--- src/rtl/rab_pkg.sv ---
// ---------------------------------------------------------------------------
// rab_pkg
// Shared definitions for the RAB L2 TLB invalidation logic:
//   - tag word field offsets (valid bit, flag bits, VPN low bit)
//   - inv_state_t, the invalidation walker FSM encoding
//   - ram_word_addr(), tag RAM word address from set and entry
// ---------------------------------------------------------------------------
package rab_pkg;

    // Tag word layout: [0] valid, [3:1] flags, [VPN_LO +: VPN width] VPN
    localparam int unsigned TAG_VALID_BIT = 0;
    localparam int unsigned TAG_FLAG_LO   = 1;
    localparam int unsigned TAG_FLAG_HI   = 3;
    localparam int unsigned TAG_VPN_LO    = 4;

    typedef enum logic [2:0] {
        INV_IDLE  = 3'd0,
        INV_SETUP = 3'd1,
        INV_READ  = 3'd2,
        INV_CHECK = 3'd3,
        INV_WRITE = 3'd4,
        INV_DONE  = 3'd5
    } inv_state_t;

    // Word address of an entry: sets are laid out contiguously
    function automatic int unsigned ram_word_addr(input int unsigned set_idx,
                                                  input int unsigned entry_idx,
                                                  input int unsigned n_entries);
        return set_idx * n_entries + entry_idx;
    endfunction

endpackage

--- src/rtl/rab_inv_range_cmp.sv ---
// ---------------------------------------------------------------------------
// rab_inv_range_cmp
// Combinational inclusive range check of a virtual page number. Shared by
// the L2 invalidation walker and the L1 slice invalidation.
// Ports:
//   vpn_i      page number under test
//   lo_i       first page of the range (inclusive)
//   hi_i       last page of the range (inclusive)
//   in_range_o 1 when lo_i <= vpn_i <= hi_i
// ---------------------------------------------------------------------------
module rab_inv_range_cmp #(
    parameter int unsigned VW = 20
) (
    input  logic [VW-1:0] vpn_i,
    input  logic [VW-1:0] lo_i,
    input  logic [VW-1:0] hi_i,
    output logic          in_range_o
);

    assign in_range_o = (vpn_i >= lo_i) && (vpn_i <= hi_i);

endmodule

--- src/rtl/rab_l2_inv_walker.sv ---
// ---------------------------------------------------------------------------
// rab_l2_inv_walker
// Walks every L2 set an inclusive VA range can map to and clears the valid
// bit of each tag whose VPN lies inside the range.
// Ports:
//   Clk_CI, Rst_RI           clock, asynchronous active-high reset
//   Valid_SI / Ready_SO      request handshake (Ready_SO high only when idle)
//   Start_DI, End_DI         inclusive VA range
//   Busy_SO                  walk in progress (lookups stalled upstream)
//   Done_SO                  one-cycle completion pulse
//   RamGrant_SI              tag RAM granted this cycle
//   RamRdEn_SO, RamWrEn_SO   tag RAM read / write request
//   RamAddr_DO, RamWdata_DO  word address (set*N_SET_ENTRIES+entry), wdata
//   RamRdata_DI              read data, one cycle after a granted read
//   InvCnt_DO                invalidated-entry counter
// Build option: define RAB_INV_STATS_EN for the saturating InvCnt_DO
// counter; otherwise InvCnt_DO is tied to zero.
// ---------------------------------------------------------------------------
module rab_l2_inv_walker
    import rab_pkg::*;
#(
    parameter  int unsigned AW            = 32,
    parameter  int unsigned N_SETS        = 32,
    parameter  int unsigned N_SET_ENTRIES = 32,
    parameter  int unsigned PAGE_BITS     = 12,
    localparam int unsigned RAM_AW        = $clog2(N_SETS * N_SET_ENTRIES)
) (
    input  logic              Clk_CI,
    input  logic              Rst_RI,
    input  logic              Valid_SI,
    output logic              Ready_SO,
    input  logic [AW-1:0]     Start_DI,
    input  logic [AW-1:0]     End_DI,
    output logic              Busy_SO,
    output logic              Done_SO,
    input  logic              RamGrant_SI,
    output logic              RamRdEn_SO,
    output logic              RamWrEn_SO,
    output logic [RAM_AW-1:0] RamAddr_DO,
    output logic [AW-1:0]     RamWdata_DO,
    input  logic [AW-1:0]     RamRdata_DI,
    output logic [15:0]       InvCnt_DO
);

    localparam int unsigned VW = AW - PAGE_BITS;
    localparam int unsigned SW = $clog2(N_SETS);
    localparam int unsigned EW = $clog2(N_SET_ENTRIES);

    inv_state_t    state_q, state_d;
    logic [VW-1:0] svpn_q, svpn_d;
    logic [VW-1:0] evpn_q, evpn_d;
    logic [SW-1:0] set_q, set_d;
    logic [EW-1:0] entry_q, entry_d;
    logic [AW:0]   sets_left_q, sets_left_d;
    logic [AW-1:0] wdata_q, wdata_d;

    logic [AW:0]   span_s;
    logic          empty_s;
    logic          in_range_s;
    logic          hit_s;
    logic          last_s;
    logic [SW-1:0] adv_set_s;
    logic [EW-1:0] adv_entry_s;
    logic [AW:0]   adv_sets_left_s;
    logic          unused_s;

    // Page offsets of the range bounds carry no information for the walk
    assign unused_s = ^{Start_DI[PAGE_BITS-1:0], End_DI[PAGE_BITS-1:0]};

    // Span is formed one bit wider so a full-address-space range cannot wrap
    assign span_s  = (AW+1)'(evpn_q) - (AW+1)'(svpn_q) + {{AW{1'b0}}, 1'b1};
    assign empty_s = (evpn_q < svpn_q);

    rab_inv_range_cmp #(
        .VW (VW)
    ) i_range_cmp (
        .vpn_i      (RamRdata_DI[TAG_VPN_LO +: VW]),
        .lo_i       (svpn_q),
        .hi_i       (evpn_q),
        .in_range_o (in_range_s)
    );

    assign hit_s  = RamRdata_DI[TAG_VALID_BIT] & in_range_s;
    assign last_s = (entry_q == EW'(N_SET_ENTRIES - 1)) &&
                    (sets_left_q == {{AW{1'b0}}, 1'b1});

    // Position after the current entry: entries first, then the next set
    always_comb begin
        adv_set_s       = set_q;
        adv_entry_s     = entry_q + {{(EW-1){1'b0}}, 1'b1};
        adv_sets_left_s = sets_left_q;
        if (entry_q == EW'(N_SET_ENTRIES - 1)) begin
            adv_entry_s     = '0;
            adv_set_s       = set_q + {{(SW-1){1'b0}}, 1'b1};
            adv_sets_left_s = sets_left_q - {{AW{1'b0}}, 1'b1};
        end else begin
            adv_set_s       = set_q;
        end
    end

    // Walker next-state and datapath updates
    always_comb begin
        state_d     = state_q;
        svpn_d      = svpn_q;
        evpn_d      = evpn_q;
        set_d       = set_q;
        entry_d     = entry_q;
        sets_left_d = sets_left_q;
        wdata_d     = wdata_q;
        case (state_q)
            INV_IDLE: begin
                if (Valid_SI) begin
                    svpn_d  = Start_DI[AW-1:PAGE_BITS];
                    evpn_d  = End_DI[AW-1:PAGE_BITS];
                    state_d = INV_SETUP;
                end else begin
                    state_d = INV_IDLE;
                end
            end
            // One cycle to derive first set and set count from the latched VPNs
            INV_SETUP: begin
                set_d   = svpn_q[SW-1:0];
                entry_d = '0;
                if (empty_s) begin
                    sets_left_d = '0;
                    state_d     = INV_DONE;
                end else if (span_s > (AW+1)'(N_SETS)) begin
                    sets_left_d = (AW+1)'(N_SETS);
                    state_d     = INV_READ;
                end else begin
                    sets_left_d = span_s;
                    state_d     = INV_READ;
                end
            end
            INV_READ: begin
                if (RamGrant_SI) begin
                    state_d = INV_CHECK;
                end else begin
                    state_d = INV_READ;
                end
            end
            INV_CHECK: begin
                if (hit_s) begin
                    wdata_d                = RamRdata_DI;
                    wdata_d[TAG_VALID_BIT] = 1'b0;
                    state_d                = INV_WRITE;
                end else begin
                    set_d       = adv_set_s;
                    entry_d     = adv_entry_s;
                    sets_left_d = adv_sets_left_s;
                    state_d     = last_s ? INV_DONE : INV_READ;
                end
            end
            INV_WRITE: begin
                if (RamGrant_SI) begin
                    set_d       = adv_set_s;
                    entry_d     = adv_entry_s;
                    sets_left_d = adv_sets_left_s;
                    state_d     = last_s ? INV_DONE : INV_READ;
                end else begin
                    state_d = INV_WRITE;
                end
            end
            INV_DONE: begin
                state_d = INV_IDLE;
            end
            default: begin
                state_d = INV_IDLE;
            end
        endcase
    end

    // Walker state and datapath registers
    always_ff @(posedge Clk_CI or posedge Rst_RI) begin
        if (Rst_RI) begin
            state_q     <= INV_IDLE;
            svpn_q      <= '0;
            evpn_q      <= '0;
            set_q       <= '0;
            entry_q     <= '0;
            sets_left_q <= '0;
            wdata_q     <= '0;
        end else begin
            state_q     <= state_d;
            svpn_q      <= svpn_d;
            evpn_q      <= evpn_d;
            set_q       <= set_d;
            entry_q     <= entry_d;
            sets_left_q <= sets_left_d;
            wdata_q     <= wdata_d;
        end
    end

    assign Ready_SO    = (state_q == INV_IDLE);
    assign Busy_SO     = (state_q != INV_IDLE);
    assign Done_SO     = (state_q == INV_DONE);
    assign RamRdEn_SO  = (state_q == INV_READ);
    assign RamWrEn_SO  = (state_q == INV_WRITE);
    assign RamAddr_DO  = RAM_AW'(ram_word_addr(32'(set_q), 32'(entry_q), N_SET_ENTRIES));
    assign RamWdata_DO = wdata_q;

`ifdef RAB_INV_STATS_EN
    logic [15:0] inv_cnt_q;

    // Saturating count of granted invalidation writes
    always_ff @(posedge Clk_CI or posedge Rst_RI) begin
        if (Rst_RI) begin
            inv_cnt_q <= 16'h0000;
        end else if ((state_q == INV_WRITE) && RamGrant_SI && (inv_cnt_q != 16'hFFFF)) begin
            inv_cnt_q <= inv_cnt_q + 16'h0001;
        end else begin
            inv_cnt_q <= inv_cnt_q;
        end
    end

    assign InvCnt_DO = inv_cnt_q;
`else
    assign InvCnt_DO = 16'h0000;
`endif

endmodule
--- config.mk ---
export PLATFORM = sky130hd
export DESIGN_NAME = rab_l2_inv_walker
export DESIGN_NICKNAME = d
export VERILOG_FILES = /design/src/rtl/rab_pkg.sv /design/src/rtl/rab_inv_range_cmp.sv /design/src/rtl/rab_l2_inv_walker.sv
export SDC_FILE = /design/constraint.sdc
export NUM_CORES = 1
export LEC_CHECK = 0
export CORE_UTILIZATION = 53
export DETAILED_ROUTE_END_ITERATION = 8
export PLACE_DENSITY = 0.78
export SETUP_SLACK_MARGIN = 0.2
export SLEW_MARGIN = 5
export SYNTH_ARGS = -nofsm -noshare
export SYNTH_HDL_FRONTEND = slang
export SYNTH_HIERARCHICAL = 1
export SYNTH_SLANG_ARGS = --single-unit
--- constraint.sdc ---
create_clock -name Clk_CI -period 4 [get_ports Clk_CI]
set_input_delay 0.4 -clock Clk_CI [delete_from_list [all_inputs] [get_ports Clk_CI]]
set_output_delay 0.4 -clock Clk_CI [all_outputs]
set_load 0.01 [all_outputs]
==> qor.csv <==
metric;value;unit
leakage power;0.00469;uW
Final Max Slew Viols;0;
setup repair after global routing missed its margin;yes;
CTS Buffer Depth;2;
count of warnings emitted by yosys;6;
via count of the routed design;7238;
fraction of layout instances using a drive strength above 1;0.164;
launching point of the worst reg2reg path;svpn_q[3];
Finish-stage setup viols;0;
per-instance average area after synthesis;9.04;um^2
Post-Syn Area;8300;um^2
capture point of the worst path;sets_left_q[1];
Total Power;10700;uW
final cycle utilization of the critical path;0.948;
Max FO, Critical Path;6;
post-route antenna net violation count;0;
area of the die;16200;um^2
slew at the pin closest to its max-slew limit;1090;ps
Maximum Capacitance Violations;0;
horizontal die dimension;127;um
type of origin of the critical path;flip-flop;
fmax;264;MHz
arrival time at the worst endpoint;4110;ps
total overflow reported by the global router;0;
non-filler instance count after layout;1278;
area of the core;15300;um^2
cts bufs inserted;17;
Min Clock Period, post-route;3790;ps
clock tree from TritonCTS;yes;
top flip-flop cell by instance count after synthesis;sky130_fd_sc_hd__dfrtp_1;
status;finished clean;
leading post-synthesis cells by cell area;sky130_fd_sc_hd__dfrtp_1 35%, sky130_fd_sc_hd__ha_1 10%, sky130_fd_sc_hd__mux2_2 6.8%;
crit path capture type;flip-flop;
Relative slew margins;0.273;
WHS;442;ps
kind of critical path;reg -> reg;
wire length after detailed routing;19800;um
root buffer cell;sky130_fd_sc_hd__clkbuf_16;
vias in the first global route;6933;
setup slack after layout;207;ps
clock sink total;117;
Data required, critical path;4320;ps
vias per cell;5.66;
most instantiated cells after synthesis;117 x sky130_fd_sc_hd__dfrtp_1, 92 x sky130_fd_sc_hd__nand2_1, 78 x sky130_fd_sc_hd__inv_1;
maximum number of pins on one net before global-route repair;64;
clk_lat worst skew;430;ps
post-detail-place hpwl;14000;um
IO Pins;163;
die height;127;um
Worst VDD drop;0.514;mV
count of cells along the worst register-to-register path;13;
worst setup slack before clock tree synthesis;-52.2;ps
Routability Congestion;0.875;
H-tree level count;4;
site row count;45;
Worst Setup SP;svpn_q[3];
cell count after synthesis;918;
cell count after placement;1240;
FF-to-FF setup slack;210;ps
cell accounting for the most synthesized area;sky130_fd_sc_hd__dfrtp_1;
remaining design rule violation count;0;
worst min path class;in -> async;
number of iterations in the first detailed-routing pass;6;
number of distinct standard cells referenced by the synthesized netlist;95;
sequential element share of the synthesized area;0.353;
global-route total usage across every layer;0.255;
Final Net Count;1222;
total negative slack;0;ps
wire length of the first global-routing pass;33100;um
clock transition at the registers of the reported paths;60;ps
area share of the largest cell type after synthesis;0.353;
reg-to-reg endpoint;sets_left_q[1];
Initial Utilization;0.544;
WL per Instance;15.5;um
FFs w/ async S/R, synth;1.00;
antenna diode count;0;
#FFs+latches synth;117;
number of buffers inserted by hold repair at cts;0;
layout-stage area growth over the synthesis result;26.8;%
clk_skew;13.8;ps
pwr dens;1010;nW/um^2
cell with the most instances after synthesis;sky130_fd_sc_hd__dfrtp_1;
number of enable-type register cells in the synthesized netlist;0;
Iter 0 DRT Violations;546;
input/output buffers;121;
initial antenna violation count;0;
final hold violations;0;
sequential cells by signal (all words and copies together), names as in the netlist:
name	cells
state_q	3
entry_q	5
sets_left_q	33
RamWdata_DO	31
evpn_q	20
set_q	5
svpn_q	20
critical path: stages, from the launching register on:
cell	delay (ps)
sky130_fd_sc_hd__dfrtp_1	410
sky130_fd_sc_hd__inv_1	80
sky130_fd_sc_hd__ha_1	370
sky130_fd_sc_hd__nor2_1	330
sky130_fd_sc_hd__a211oi_4	110
sky130_fd_sc_hd__buf_6	140
sky130_fd_sc_hd__or3_2	450
sky130_fd_sc_hd__and3_1	200
sky130_fd_sc_hd__and4b_4	220
sky130_fd_sc_hd__and3_4	200
sky130_fd_sc_hd__mux2i_2	190
sky130_fd_sc_hd__a31oi_2	140
sky130_fd_sc_hd__or4b_4	570
sky130_fd_sc_hd__o41ai_2	280
timing repair:
item | CTS | global route
hold endpoints to repair | 0 | 0
pin swaps | 2 | 8
resized for setup | 5 | 19
buffers inserted | 1 | 5
endpoints found under the setup margin | 1 | 12
how the worst min path moves through the flow:
stage / slack [ps] / depth (start not counted) / endpoint
after floorplan: 440 / 1 / sets_left_q[19]
after global placement: 470 / 1 / sets_left_q[32]
after detailed placement: 470 / 1 / sets_left_q[19]
after CTS: 470 / 2 / RamWdata_DO[8]
after global routing: 510 / 2 / RamWdata_DO[1]
final: 440 / 2 / RamWdata_DO[1]
final cells by class:
type                    count  area (um^2)
repair buffers            148         1430
inverters                  78          295
well taps                 211          264
flip-flops and latches    117         2930
multi-input cells         692         4960
fillers                  1172         4730
clock buffers              17          425
clock inverters            15          228
kinds of logic (layout without fill, tap and decap cells):
logic type                 Yosys count  in the layout  share of synthesized area
AOI/OAI and AO/OA                  225            225                      0.182
muxes                               52             52                     0.0702
other                                1             17                   0.000452
xor gates and xnor gates            26             26                     0.0292
and+or+nand+nor                    304            304                      0.191
buffers and inverters              125            258                     0.0713
adders and majority gates           68             68                      0.103
DFF                                117            117                      0.353
per-stage QoR:
| stage | util | cell area, um^2 |
|---|---|---|
| after global placement | 0.636 | 9710 |
| final | 0.690 | 10500 |
| after global routing | 0.690 | 10500 |
| after CTS | 0.681 | 10400 |
| after floorplan | - | 8360 |
| after detailed placement | 0.636 | 9710 |
placed cells by master, fill, tap and decap left out, types with 13 or more instances in the layout:
cell type and n:
sky130_fd_sc_hd__a21oi_1 47, sky130_fd_sc_hd__nor3_1 21, sky130_fd_sc_hd__buf_4 25, sky130_fd_sc_hd__nand3_1 22
sky130_fd_sc_hd__conb_1 17, sky130_fd_sc_hd__nand2_1 92, sky130_fd_sc_hd__ha_1 64, sky130_fd_sc_hd__xnor2_1 13
sky130_fd_sc_hd__dfrtp_1 117, sky130_fd_sc_hd__nor2_1 60, sky130_fd_sc_hd__nand4_1 13, sky130_fd_sc_hd__inv_1 77
sky130_fd_sc_hd__clkdlybuf4s50_1 121, sky130_fd_sc_hd__mux2_2 50, sky130_fd_sc_hd__o21ai_0 73, sky130_fd_sc_hd__clkbuf_16 17
routing by layer:
| layer | GRT usage | vias to the layer above | routed length [um] |
|---|---|---|---|
| li1 | - | 3530 | - |
| met4 | 0.0735 | 0 | 252 |
| met5 | 0 | - | 0 |
| met1 | 0.345 | 3471 | 9320 |
| met3 | 0.0473 | 25 | 945 |
| met2 | 0.419 | 212 | 9260 |
power breakdown:
group | internal [uW] | switching [uW] | leakage, uW
combinational | 2980 | 3900 | 0.00287
clock | 1110 | 588 | 0.000314
sequential | 1690 | 389 | 0.00150
(Power assumes the default switching activity.)
==> edit: new RTL, same flow settings <==
The option `RAB_INV_STATS_EN` is turned on by a define.
--- a/src/rtl/rab_l2_inv_walker.sv
+++ b/src/rtl/rab_l2_inv_walker.sv
@@ -16,6 +16,8 @@
 // Build option: define RAB_INV_STATS_EN for the saturating InvCnt_DO
 // counter; otherwise InvCnt_DO is tied to zero.
 // ---------------------------------------------------------------------------
+`define RAB_INV_STATS_EN
+
 module rab_l2_inv_walker
     import rab_pkg::*;
 #(
Formal check against the unedited RTL: not equivalent (a bounded check fails within 10 cycles, from zero or initial values and one cycle with Rst_RI high).
==> edit against the original RTL <==
Count of clock-buffer cells in the layout is 2 higher. Worst hold slack improved by 0.014 ns. Critical path type unchanged. Core utilization is 0.28 points higher. Wire length increased by 13%. Power rose by 6.9%. Worst setup slack gained 0.14 ns. Sequential cell count grew 16. Die area grew 7.4%. Highest routed layer unchanged. Critical endpoint is now sets_left_q[5]$_DFFE_PP0P_. Synthesized area up 7.5%. Final area rose by 8.7%.
==> edit: results (changes against the original RTL) <==
outcome=finished, final reports clean (unchanged); Arr. time, crit path=3.96 ns (was 4.11 ns); net switching power=5400 uW (was 4880 uW); RD Place Congestion=0.936 (was 0.875); crit path max-delay cell type=dfrtp_1 (was or4b_4); Inst Count DP=1,324 (was 1,240); Post-DP HPWL=16.5 mm (was 14.0 mm); post-CTS setup repair buffer count=1 (unchanged); Largest register FFs=33 (unchanged); Layout fillers=1,265 (was 1,172); worst setup margin=0.347 ns (was 0.207 ns); Final Skew=0.0110 ns (was 0.0138 ns); vias in the first global route=7,558 (was 6,933); most frequent cells after synthesis=dfrtp_1, nand2_1, inv_1, o21ai_0, ha_1 (unchanged); largest cells by area after synthesis=dfrtp_1, ha_1, mux2_2, nand2_1, o21ai_0 (was dfrtp_1, ha_1, mux2_2, o21ai_0, nand2_1); post-cts resize count=2 (was 5); largest net degree at the start of global routing=69 (was 64); final WL=22.4 mm (was 19.8 mm); clock root buffer=clkbuf_16 (unchanged); Placement Cell Area=10,600 um2 (was 9710 um2); Least-Margin Pin Slew=0.982 ns (was 1.09 ns); worst hold slack=0.456 ns (was 0.442 ns); total global routing track utilization=26.7% (was 25.5%); clock buffer depth=2 (unchanged); register area share after synthesis=37.3% (was 35.3%); number of buffers created by CTS=17 (unchanged); critical path's largest stage delay=0.40 ns (was 0.57 ns); dpl ws=0.0608 ns (was -0.0522 ns); routed vias/inst=5.75 (was 5.66); drt first-iter violations=535 (was 546); Leak=0.00505 uW (was 0.00469 uW); first drt pass iteration count=5 (was 6); worst vdd ir=0.000721 V (was 0.000514 V); Port Buffers=137 (was 121); Syn Area/Cell=9.08 um2 (was 9.04 um2); first-pass GRT wire length=37.3 mm (was 33.1 mm); Distinct cells, synth=90 (was 95); cells on worst reg2reg path=14 (was 13); largest delay contributor family on the critical path=compound AO/OA/AOI/OAI gates (was simple AND/OR/NAND/NOR gates); initial antenna violation count=0 (unchanged); final core occ=69.3% (was 69.0%); non-filler instance count after layout=1,364 (was 1,278); worst-path maximum fanout=4 (was 6); Critical Path End=sets_left_q[5]$_DFFE_PP0P_ (was sets_left_q[1]$_DFFE_PP0P_); proportion of layout cells with a drive suffix above 1=16.6% (was 16.4%); reg2reg start=svpn_q[2]$_DFFE_PP0P_ (was svpn_q[3]$_DFFE_PP0P_); reg2reg end=sets_left_q[5]$_DFFE_PP0P_ (was sets_left_q[1]$_DFFE_PP0P_)
-- edit: logic make-up after synthesis --
family          after synthesis  share of synthesized area [%]
compound gates              225                           16.5
xor+xnor                     41                           4.11
fa+ha+maj                    69                           9.76
buf+inv                     119                           5.68
flops                       133                           37.3
mux                          55                           6.90
other cells                   1                         0.0420
simple gates                340                           19.8
-- edit: power groups by stage --
stage          logic, uW  clock network, uW  registers (uW)
6_report            7570               1530            2290
5_1_grt             8380               1610            2370
4_1_cts             6820               1540            2290
3_5_place_dp        6720                  0            2300
3_3_place_gp        6600                  0            2270
2_1_floorplan       5030                  0            2270
-- edit: area by class of cell --
type                       instances  area share (%)
multi-input combinational        731            46.7
sequential                       133            29.1
timing repair buffer             164            14.0
clock buffer                      19            3.87
inverter                          85            2.82
tap                              220            2.40
clock inverter                    12            1.15
-- edit: per-layer routing --
metal	vias up	global-route usage (%)	wire length (um)
li1	3788	-	-
met1	3786	36.1	10100
met2	240	42.8	10700
met3	33	5.42	1240
met4	0	8.59	390
met5	-	0	0
